==> src/rtl/lorenz_pkg.sv <==
// Shared types, constants and saturating helpers for the Lorenz run controller.
// Saturating helpers are only used when LORENZ_SATURATE_EN is defined.
package lorenz_pkg;

  localparam int DEF_W  = 34;
  localparam int DEF_CW = 16;
  localparam int DEF_DW = 8;

  localparam int SH_X  = 5;
  localparam int SH_Z1 = 2;
  localparam int SH_Z2 = 4;

  typedef enum logic [1:0] {IDLE, RUN, HOLD, DONE} state_t;

  typedef struct packed {
    logic [DEF_W-1:0] val;
    logic             ovf;
  } sat_t;

  localparam logic [DEF_W-1:0] SAT_MAX = {1'b0, {(DEF_W-1){1'b1}}};
  localparam logic [DEF_W-1:0] SAT_MIN = {1'b1, {(DEF_W-1){1'b0}}};

  function automatic sat_t sat_add(input logic [DEF_W-1:0] a, input logic [DEF_W-1:0] b);
    sat_t r;
    r.val = a + b;
    r.ovf = (a[DEF_W-1] == b[DEF_W-1]) && (r.val[DEF_W-1] != a[DEF_W-1]);
    if (r.ovf) r.val = a[DEF_W-1] ? SAT_MIN : SAT_MAX;
    return r;
  endfunction

  function automatic sat_t sat_sub(input logic [DEF_W-1:0] a, input logic [DEF_W-1:0] b);
    sat_t r;
    r.val = a - b;
    r.ovf = (a[DEF_W-1] != b[DEF_W-1]) && (r.val[DEF_W-1] != a[DEF_W-1]);
    if (r.ovf) r.val = a[DEF_W-1] ? SAT_MIN : SAT_MAX;
    return r;
  endfunction

endpackage

==> src/rtl/lorenz_step.sv <==
// One combinational Lorenz iteration step (x,y,z) -> (x',y',z').
// LORENZ_SATURATE_EN selects clipping arithmetic and adds the ovf_o output.
module lorenz_step
  import lorenz_pkg::*;
#(
  parameter int W = DEF_W
) (
  input  logic [W-1:0] x_i,
  input  logic [W-1:0] y_i,
  input  logic [W-1:0] z_i,
`ifdef LORENZ_SATURATE_EN
  output logic         ovf_o,
`endif
  output logic [W-1:0] x_o,
  output logic [W-1:0] y_o,
  output logic [W-1:0] z_o
);

  logic g;
  assign g = ~x_i[W-1];

`ifdef LORENZ_SATURATE_EN
  sat_t dxy, xn, ya, ys, neg, t, zn;
  logic [W-1:0] xg;

  always_comb begin
    dxy   = sat_sub(y_i, x_i);
    xn    = sat_add(x_i, W'($signed(dxy.val) >>> SH_X));
    ya    = sat_add(y_i, z_i);
    ys    = sat_sub(y_i, z_i);
    neg   = sat_sub('0, x_i);
    xg    = g ? x_i : neg.val;
    t     = sat_add(W'($signed(z_i) >>> SH_Z1), xg);
    zn    = sat_sub(z_i, W'($signed(t.val) >>> SH_Z2));
    x_o   = xn.val;
    y_o   = g ? ya.val : ys.val;
    z_o   = zn.val;
    // Only clips on the branch actually taken count as overflow.
    ovf_o = dxy.ovf | xn.ovf | (g ? ya.ovf : (ys.ovf | neg.ovf)) | t.ovf | zn.ovf;
  end
`else
  logic signed [W-1:0] xs, ys, zs, dxy, xg, t;

  always_comb begin
    xs  = $signed(x_i);
    ys  = $signed(y_i);
    zs  = $signed(z_i);
    dxy = ys - xs;
    xg  = g ? xs : -xs;
    t   = (zs >>> SH_Z1) + xg;
    x_o = xs + (dxy >>> SH_X);
    y_o = g ? ys + zs : ys - zs;
    z_o = zs - (t >>> SH_Z2);
  end
`endif

endmodule

==> src/rtl/lorenz_run_ctrl.sv <==
// Lorenz iterator sequencer: seed load, stepped run, decimated valid/ready samples.
// Define LORENZ_SATURATE_EN for saturating arithmetic and the sticky ovf_flag port.
module lorenz_run_ctrl
  import lorenz_pkg::*;
#(
  parameter int W  = DEF_W,
  parameter int CW = DEF_CW,
  parameter int DW = DEF_DW
) (
  input  logic          clk,
  input  logic          rst_n,
  input  logic          start,
  input  logic          abort,
  input  logic [CW-1:0] num_steps,
  input  logic [DW-1:0] decim,
  input  logic [W-1:0]  x0,
  input  logic [W-1:0]  y0,
  input  logic [W-1:0]  z0,
  output logic          busy,
  output logic          done,
  output logic          out_valid,
  input  logic          out_ready,
  output logic [W-1:0]  out_x,
  output logic [W-1:0]  out_y,
  output logic [W-1:0]  out_z,
`ifdef LORENZ_SATURATE_EN
  output logic          ovf_flag,
`endif
  output logic [CW-1:0] step_cnt
);

  state_t        state_q, state_d;
  logic [W-1:0]  x_q, x_d, y_q, y_d, z_q, z_d;
  logic [W-1:0]  ox_q, ox_d, oy_q, oy_d, oz_q, oz_d;
  logic [CW-1:0] step_cnt_q, step_cnt_d, num_steps_q, num_steps_d;
  logic [DW-1:0] decim_cnt_q, decim_cnt_d, decim_q, decim_d, decim_eff;
  logic          out_valid_q, out_valid_d, done_q, done_d;
  logic [W-1:0]  x_n, y_n, z_n;
  logic          stall;
  logic          step_ovf;

  lorenz_step #(.W(W)) u_step (
    .x_i   (x_q),
    .y_i   (y_q),
    .z_i   (z_q),
`ifdef LORENZ_SATURATE_EN
    .ovf_o (step_ovf),
`endif
    .x_o   (x_n),
    .y_o   (y_n),
    .z_o   (z_n)
  );

`ifdef LORENZ_SATURATE_EN
  logic ovf_q, ovf_d;
  assign ovf_flag = ovf_q;
`else
  assign step_ovf = 1'b0;
`endif

  assign stall     = out_valid_q && !out_ready;
  assign decim_eff = (decim_q == '0) ? DW'(1) : decim_q;

  always_comb begin
    state_d     = state_q;
    x_d         = x_q;
    y_d         = y_q;
    z_d         = z_q;
    ox_d        = ox_q;
    oy_d        = oy_q;
    oz_d        = oz_q;
    step_cnt_d  = step_cnt_q;
    num_steps_d = num_steps_q;
    decim_cnt_d = decim_cnt_q;
    decim_d     = decim_q;
    out_valid_d = out_valid_q;
    done_d      = 1'b0;
`ifdef LORENZ_SATURATE_EN
    ovf_d       = ovf_q;
`endif
    if (abort) begin
      state_d     = IDLE;
      out_valid_d = 1'b0;
    end else begin
      case (state_q)
        IDLE, DONE: begin
          if (start) begin
            x_d         = x0;
            y_d         = y0;
            z_d         = z0;
            num_steps_d = num_steps;
            decim_d     = decim;
            step_cnt_d  = '0;
            decim_cnt_d = '0;
            out_valid_d = 1'b0;
`ifdef LORENZ_SATURATE_EN
            ovf_d       = 1'b0;
`endif
            if (num_steps == '0) begin
              state_d = DONE;
              done_d  = 1'b1;
            end else begin
              state_d = RUN;
            end
          end
        end
        RUN, HOLD: begin
          if (stall) begin
            state_d = HOLD;
          end else begin
            // Not stalled: any pending sample is accepted this cycle.
            state_d     = RUN;
            out_valid_d = 1'b0;
            if (step_cnt_q == num_steps_q) begin
              state_d = DONE;
              done_d  = 1'b1;
            end else begin
              x_d        = x_n;
              y_d        = y_n;
              z_d        = z_n;
              step_cnt_d = step_cnt_q + CW'(1);
`ifdef LORENZ_SATURATE_EN
              ovf_d      = ovf_q | step_ovf;
`endif
              if (decim_cnt_q + DW'(1) == decim_eff) begin
                ox_d        = x_n;
                oy_d        = y_n;
                oz_d        = z_n;
                out_valid_d = 1'b1;
                decim_cnt_d = '0;
              end else begin
                decim_cnt_d = decim_cnt_q + DW'(1);
              end
            end
          end
        end
        default: state_d = IDLE;
      endcase
    end
  end

  always_ff @(posedge clk or negedge rst_n) begin
    if (!rst_n) begin
      state_q     <= IDLE;
      x_q         <= '0;
      y_q         <= '0;
      z_q         <= '0;
      ox_q        <= '0;
      oy_q        <= '0;
      oz_q        <= '0;
      step_cnt_q  <= '0;
      num_steps_q <= '0;
      decim_cnt_q <= '0;
      decim_q     <= '0;
      out_valid_q <= 1'b0;
      done_q      <= 1'b0;
`ifdef LORENZ_SATURATE_EN
      ovf_q       <= 1'b0;
`endif
    end else begin
      state_q     <= state_d;
      x_q         <= x_d;
      y_q         <= y_d;
      z_q         <= z_d;
      ox_q        <= ox_d;
      oy_q        <= oy_d;
      oz_q        <= oz_d;
      step_cnt_q  <= step_cnt_d;
      num_steps_q <= num_steps_d;
      decim_cnt_q <= decim_cnt_d;
      decim_q     <= decim_d;
      out_valid_q <= out_valid_d;
      done_q      <= done_d;
`ifdef LORENZ_SATURATE_EN
      ovf_q       <= ovf_d;
`endif
    end
  end

  assign busy      = (state_q == RUN) || (state_q == HOLD);
  assign done      = done_q;
  assign out_valid = out_valid_q;
  assign out_x     = ox_q;
  assign out_y     = oy_q;
  assign out_z     = oz_q;
  assign step_cnt  = step_cnt_q;

endmodule

==> config.mk <==
export PLATFORM = sky130hd
export DESIGN_NAME = lorenz_run_ctrl
export DESIGN_NICKNAME = d
export VERILOG_FILES = /design/src/rtl/lorenz_pkg.sv /design/src/rtl/lorenz_step.sv /design/src/rtl/lorenz_run_ctrl.sv
export SDC_FILE = /design/constraint.sdc
export NUM_CORES = 1
export LEC_CHECK = 0
export CAP_MARGIN = 20
export CORE_AREA = 10 10 170 212
export CTS_CLUSTER_DIAMETER = 150
export DETAILED_ROUTE_END_ITERATION = 10
export DIE_AREA = 0 0 180 222
export PLACE_DENSITY = 0.87
export SLEW_MARGIN = 20
export SYNTH_ARGS = -nofsm -noshare
export SYNTH_HDL_FRONTEND = slang
export SYNTH_SLANG_ARGS = --single-unit
==> constraint.sdc <==
create_clock -name clk -period 11.55 [get_ports clk]
set_input_delay 2.31 -clock clk [delete_from_list [all_inputs] [get_ports clk]]
set_output_delay 2.31 -clock clk [all_outputs]
set_load 0.1 [all_outputs]
Word level (Yosys, flattened, before mapping)
Cells that the tools add are included.

storage, ports and cells
  register bits = 256
  output and inout bits = 121
  logic and storage cells = 89

cells by class
  add/sub/neg operators = 9
  equality and inequality tests = 10
  multiplexer cells = 42
  bitwise operators = 3
  reduce and logical (&&, ||, !) cells = 12

operator list
  cell                                            number
  two-way mux 34 bit                              11
  case mux 34 bit (2 select lines)                3
  subtractor 34 bit                               2
  two-way mux 16 bit                              3
  two-way mux 8 bit                               5
  adder 32 x 34 -> 34 bit                         1
  adder 34 x 29 -> 34 bit                         1
  adder 34 bit                                    1
  negator 34 bit                                  1
  subtractor 34 x 30 -> 34 bit                    1
  case mux 16 bit (2 select lines)                1
  adder 16 x 1 -> 16 bit (second input constant)  1
  equality test 16 bit                            1
  zero test 16 bit                                1
  case mux 8 bit (2 select lines)                 1
  two-way mux 1 bit                               10
  two-way mux 2 bit                               5
  adder 8 x 1 -> 8 bit (second input constant)    1
  equality test 8 bit                             1
  zero test 8 bit                                 1
  inequality test 2 bit (second input constant)   3
  inequality test 3 bit (second input constant)   2
  AND reduction 5 bit                             1
  equality test 2 bit (second input constant)     2
  other kinds (12)                                16

Depth between registers and ports, before layout
  depth in word-level cells = 8
  mapped depth = 28
  mapped depth without buffers = 28

By module
From an unflattened synthesis, not the netlist that was laid out.

unflattened totals
  cells, all modules = 2208
  area, all modules = 20221.9 sq um

modules (own cells, without submodules)
  module           instances  cells each  area each (sq um)  sequential area each (sq um)
  lorenz_run_ctrl  1          976         11551.1            6406.1
  lorenz_step      1          1232        8670.8             0.0

Worst setup path after synthesis
Ideal clock, no wire load.

  path type = flip-flop to flip-flop
  from = register x_q[2]
  to = register z_q[30]
  setup time = 121 ps
  arrival = 5915 ps
  required time = 11429 ps
  slack = 5514 ps
  cell stages (with the launch flop) = 25
  cell sequence = dfrtp_1 > or4_1 > or4_4 > or3_4 > o41ai_1 > xnor2_1 > ha_1 > nor2b_1 > a2111o_1 > o21ai_0 > a21oi_1 > or3_1 > nor2b_1 > nor2_1 > xor2_1 > ha_1 > a21o_1 > a21oi_1 > nand2_1 > o21ai_0 > nor2_1 > nor2_1 > mux2i_4 > a31oi_1 > o22a_1

on the way
  longest elaborated chain between the ends = 7

ends and longest elaborated chain
  what                                RTL line                RTL
  start, declared                     lorenz_run_ctrl.sv:33   logic [W-1:0] x_q, x_d, y_q, y_d, z_q, z_d;
  start signal, assigned              lorenz_run_ctrl.sv:145  x_q <= '0;
  start signal, assigned              lorenz_run_ctrl.sv:162  x_q <= x_d;
  negator 34 bit                      lorenz_step.sv:49       xg = g ? xs : -xs;
  two-way mux 34 bit *                lorenz_step.sv:49
  adder 32 x 34 -> 34 bit *           lorenz_step.sv:50       t = (zs >>> SH_Z1) + xg;
  subtractor 34 x 30 -> 34 bit *      lorenz_step.sv:53       z_o = zs - (t >>> SH_Z2);
  two-way mux 34 bit *                lorenz_run_ctrl.sv:114  if (step_cnt_q == num_steps_q) begin
  two-way mux 34 bit *                lorenz_run_ctrl.sv:108  if (stall) begin
  case mux 34 bit (2 select lines) *  lorenz_run_ctrl.sv:85   case (state_q)
  end signal, assigned                lorenz_run_ctrl.sv:164  z_q <= z_d;
  end, declared                       lorenz_run_ctrl.sv:33

Every way passes the cells marked *; elsewhere a longest branch is shown, timed or not. The select of a mux whose other input is x is not followed.
A chain may end at the register's enable or synchronous reset.

Worst setup path in the final report
  from = register x_q[10]
  to = register z_q[31]

Same word-level chain as after synthesis.

==> impl_results.rst <==
.. list-table::
   :header-rows: 1

   * - Metric
     - Value
   * - Clock tree from TritonCTS
     - built
   * - Most common cell after layout, fill and taps aside
     - nand2_1
   * - Number of levels the H-tree was split into
     - 1
   * - Count of input and output buffers
     - 251
   * - Starting Density
     - 61.4%
   * - Deepest clock path buffer count
     - 3
   * - Arrival time of data at the critical path endpoint
     - 7.50 ns
   * - Count of vias placed by the detailed router
     - 18300
   * - Mean routed wirelength per cell
     - roughly 21 µm
   * - Clock Pin Slew Worst Setup and Hold Paths
     - 0.07 ns
   * - Clock Latency Late Sink
     - 0.58 ns
   * - Post-synth EDFFs
     - 0
   * - Final Routed Wirelength
     - 62.0 mm
   * - Largest net degree at the start of global routing
     - 107
   * - Area growth, synth to finish
     - 19.9%
   * - Largest fanout on the critical path
     - 5
   * - DRC violation count after routing
     - 0
   * - Share of the synthesized area in the top cell type
     - 32.9%
   * - Fill cells
     - 2341
   * - Min cycle time layout
     - between 7 and 8 ns
   * - Clock root cell
     - clkbuf_16
   * - Die Ht
     - 222 µm
   * - Cell taking the most area after synthesis
     - dfrtp_1
   * - CTS hold repair buffers
     - 0
   * - Mux contribution to synthesized area
     - 3.94%
   * - Largest family of logic cells by synthesized area
     - compound AO/OA/AOI/OAI gates
   * - Met2 wire length
     - 31.2 mm
   * - Final setup violation count
     - 0
   * - Die boundary width
     - 180 µm
   * - Worst relative slew slack
     - about 28%
   * - Number of vias per cell after detailed routing
     - a little over 6
   * - Synth Area in Compound Gates
     - about a fifth
   * - Fraction of layout cells with a size suffix above 1
     - roughly 6%
   * - Share of the clock period used by the worst path
     - around three fifths
   * - Syn_area_per_cell
     - about 8.5 µm²
   * - Final weighted congestion in routability-driven placement
     - 0.952
   * - First-iteration detailed-routing DRC count
     - approximately 1400
   * - Footprint of the flip-flops and latches
     - approximately 6400 µm²
   * - Total of cells resized after clock tree synthesis
     - 0
   * - Type of destination of the critical path
     - flip-flop
   * - Max Clock Skew
     - 0.0260 ns
   * - Final Max Tran Viols
     - 0
   * - Xor/xnor cell area share of the yosys netlist
     - between 10% and 20%
   * - Setup total negative slack
     - 0 ns
   * - Run status
     - finished clean
   * - Data required time at the worst endpoint
     - 12.01 ns
   * - Clock buffer count from CTS
     - 28
   * - Startpoint Class
     - flip-flop
   * - Dominant synthesized flop cell
     - dfrtp_1
   * - Peak Freq
     - 142 MHz
   * - Unrepaired setup endpoints after global routing
     - false
   * - Total gr overflow
     - 0
   * - NumNets Final
     - 2809
   * - Length of routed met3 wiring
     - 3.35 mm
   * - Antenna violations before repair
     - 1
   * - Wire length of the first global-routing pass
     - 99.6 mm
   * - Count of maximum capacitance violations
     - 0
   * - Post-DP HPWL
     - 46.7 mm
   * - Vias in the first global route
     - 18500
   * - Simple-gate portion of the synthesized area
     - 17.4%
   * - Hold Vio Cnt, Final
     - 0
   * - Number of buffers added for setup after CTS
     - 0
   * - Fraction of the mapped netlist area in adder cells
     - 10.8%
   * - FF+latch count, synth
     - 256
   * - Metal-1 WL
     - 23.9 mm
   * - Top post-synthesis cells by area
     - dfrtp_1 (33%), ha_1 (10%), xnor2_1 (7.3%)
   * - CP Class
     - flip-flop to flip-flop
   * - Number of top-level design ports
     - 252
   * - Cell row count
     - 73
   * - Synth cell types
     - 76
   * - Post-Synthesis Cell Area
     - ~19000 µm²
   * - Gate count of the mapped netlist
     - between 2000 and 2500
   * - Synth warnings
     - 0
   * - Detail Route Antenna Nets
     - 0
   * - Highest-count cells in the layout ignoring fill and taps
     - nand2_1 (277), dfrtp_1 (255), clkdlybuf4s50_1 (250)
   * - Number of iterations in the first detailed-routing pass
     - 6
   * - Floorplan core area
     - 31700 µm²
   * - Worst hold path class
     - flip-flop to flip-flop
   * - Aggregate global-route resource usage
     - about 30%
   * - Sequential area share after synthesis
     - 32.9%
   * - Die footprint
     - 40000 µm²
   * - Number of nets in the synthesized netlist
     - 2600
   * - Async SR Flop Fraction
     - between 90% and 100%
   * - Uppermost layer routed
     - met4
   * - Multi-input gate area in the final layout
     - between 10000 and 15000 µm²
   * - Clk sinks
     - about 260
   * - Transition at the pin with the smallest max-transition slack
     - 1.07 ns
## worst max-delay path, stage by stage, from the launching register on
cell and delay (ns):
dfrtp_1 0.44, or4_1 0.59, or3_1 0.36, or3_1 0.45
o31ai_1 0.36, xnor2_1 0.17, ha_1 0.30, a21oi_1 0.15
nor2b_1 0.09, a2111o_1 0.40, o22ai_1 0.25, o21bai_1 0.14
a21oi_1 0.20, xnor2_1 0.16, ha_1 0.31, a21oi_1 0.18
o21ai_0 0.18, a211oi_1 0.64, o21ai_0 0.35, o41ai_4 0.43
nand2_2 0.16, o31ai_4 0.25, a31oi_1 0.13, o22a_1 0.22
## state kept, by name, indices dropped and copies added, names as in the netlist
| register | count |
|---|---|
| decim_cnt_q | 8 |
| decim_q | 8 |
| done | 1 |
| num_steps_q | 16 |
| out_valid | 1 |
| out_x | 34 |
| out_y | 34 |
| out_z | 34 |
| state_q | 2 |
| step_cnt | 16 |
| x_q | 34 |
| y_q | 34 |
| z_q | 34 |
## path summary, 6_finish.rpt
path / slack, ns / endpoint / cells past startpoint / from
max: 4.50 / z_q[31] / 23 / x_q[10]
min: 0.48 / out_z[17] / 2 / out_z[17]
max reg2reg: 4.50 / z_q[31] / 23 / x_q[10]
min reg2reg: 0.48 / out_z[17] / 2 / out_z[17]
max in group asynchronous: 8.18 / y_q[28] / 2 / rst_n
min in group asynchronous: 1.81 / x_q[5] / 1 / rst_n
## synth_stat cells, drive strengths merged (6+ instances only)
cell type,instances
or3,17
nor4,14
and3,25
inv,66
a21o,49
a21boi,6
mux2,64
a21oi,198
clkbuf,75
o21ai,213
buf,10
nand3,41
ha,163
nor2,219
o21a,23
and2,8
nand2,279
o41ai,10
nand2b,34
a211oi,28
nand4,19
or2,6
xor2,84
or4,7
o21bai,16
dfrtp,256
o31ai,16
nor2b,25
a31oi,44
o211ai,20
xnor2,164
nor3,41
## stage by stage
| stage | std cells | utilization (%) | hold WS, ns | instance area [µm²] | setup slack (ns) |
|---|---|---|---|---|---|
| finish | 2946 | 73.7 | 0.479 | 23400 | 4.50 |
| CTS | 2945 | 73.7 | 0.483 | 23400 | 4.64 |
| global placement | 2894 | 70.4 | 0.463 | 22300 | 4.96 |
| detailed placement | 2894 | 70.4 | 0.469 | 22300 | 4.72 |
| global route | 2946 | 73.7 | 0.509 | 23400 | 4.06 |
| floorplan | 2303 | - | 0.469 | 19500 | 5.51 |
## final cells by class
class                      count  area share, %
multi-input combinational   1896           53.6
sequential                   256           27.4
timing repair buffer         264           11.2
clock buffer                  35           3.28
tap                          412           2.21
clock inverter                16           1.17
inverter                      66           1.06
antenna                        1         0.0107
## per-layer routing
metal	up-vias	global-route usage (%)
met2	671	53.6
met5	-	0
met1	8844	33.3
met4	0	16.4
li1	8611	-
met3	194	4.60
## cell families (layout without fill, tap and decap cells)
kind of cell	count (synthesis)	after routing
simple gates	748	748
compound gates	667	667
flops	256	256
xor+xnor	248	248
fa+ha+maj	166	166
buf+inv	151	381
mux	67	67
other cells	0	1
Power is left out: the tool's default activity adds up to more than one toggle a clock period on the data nets, which glitch-free logic cannot reach.
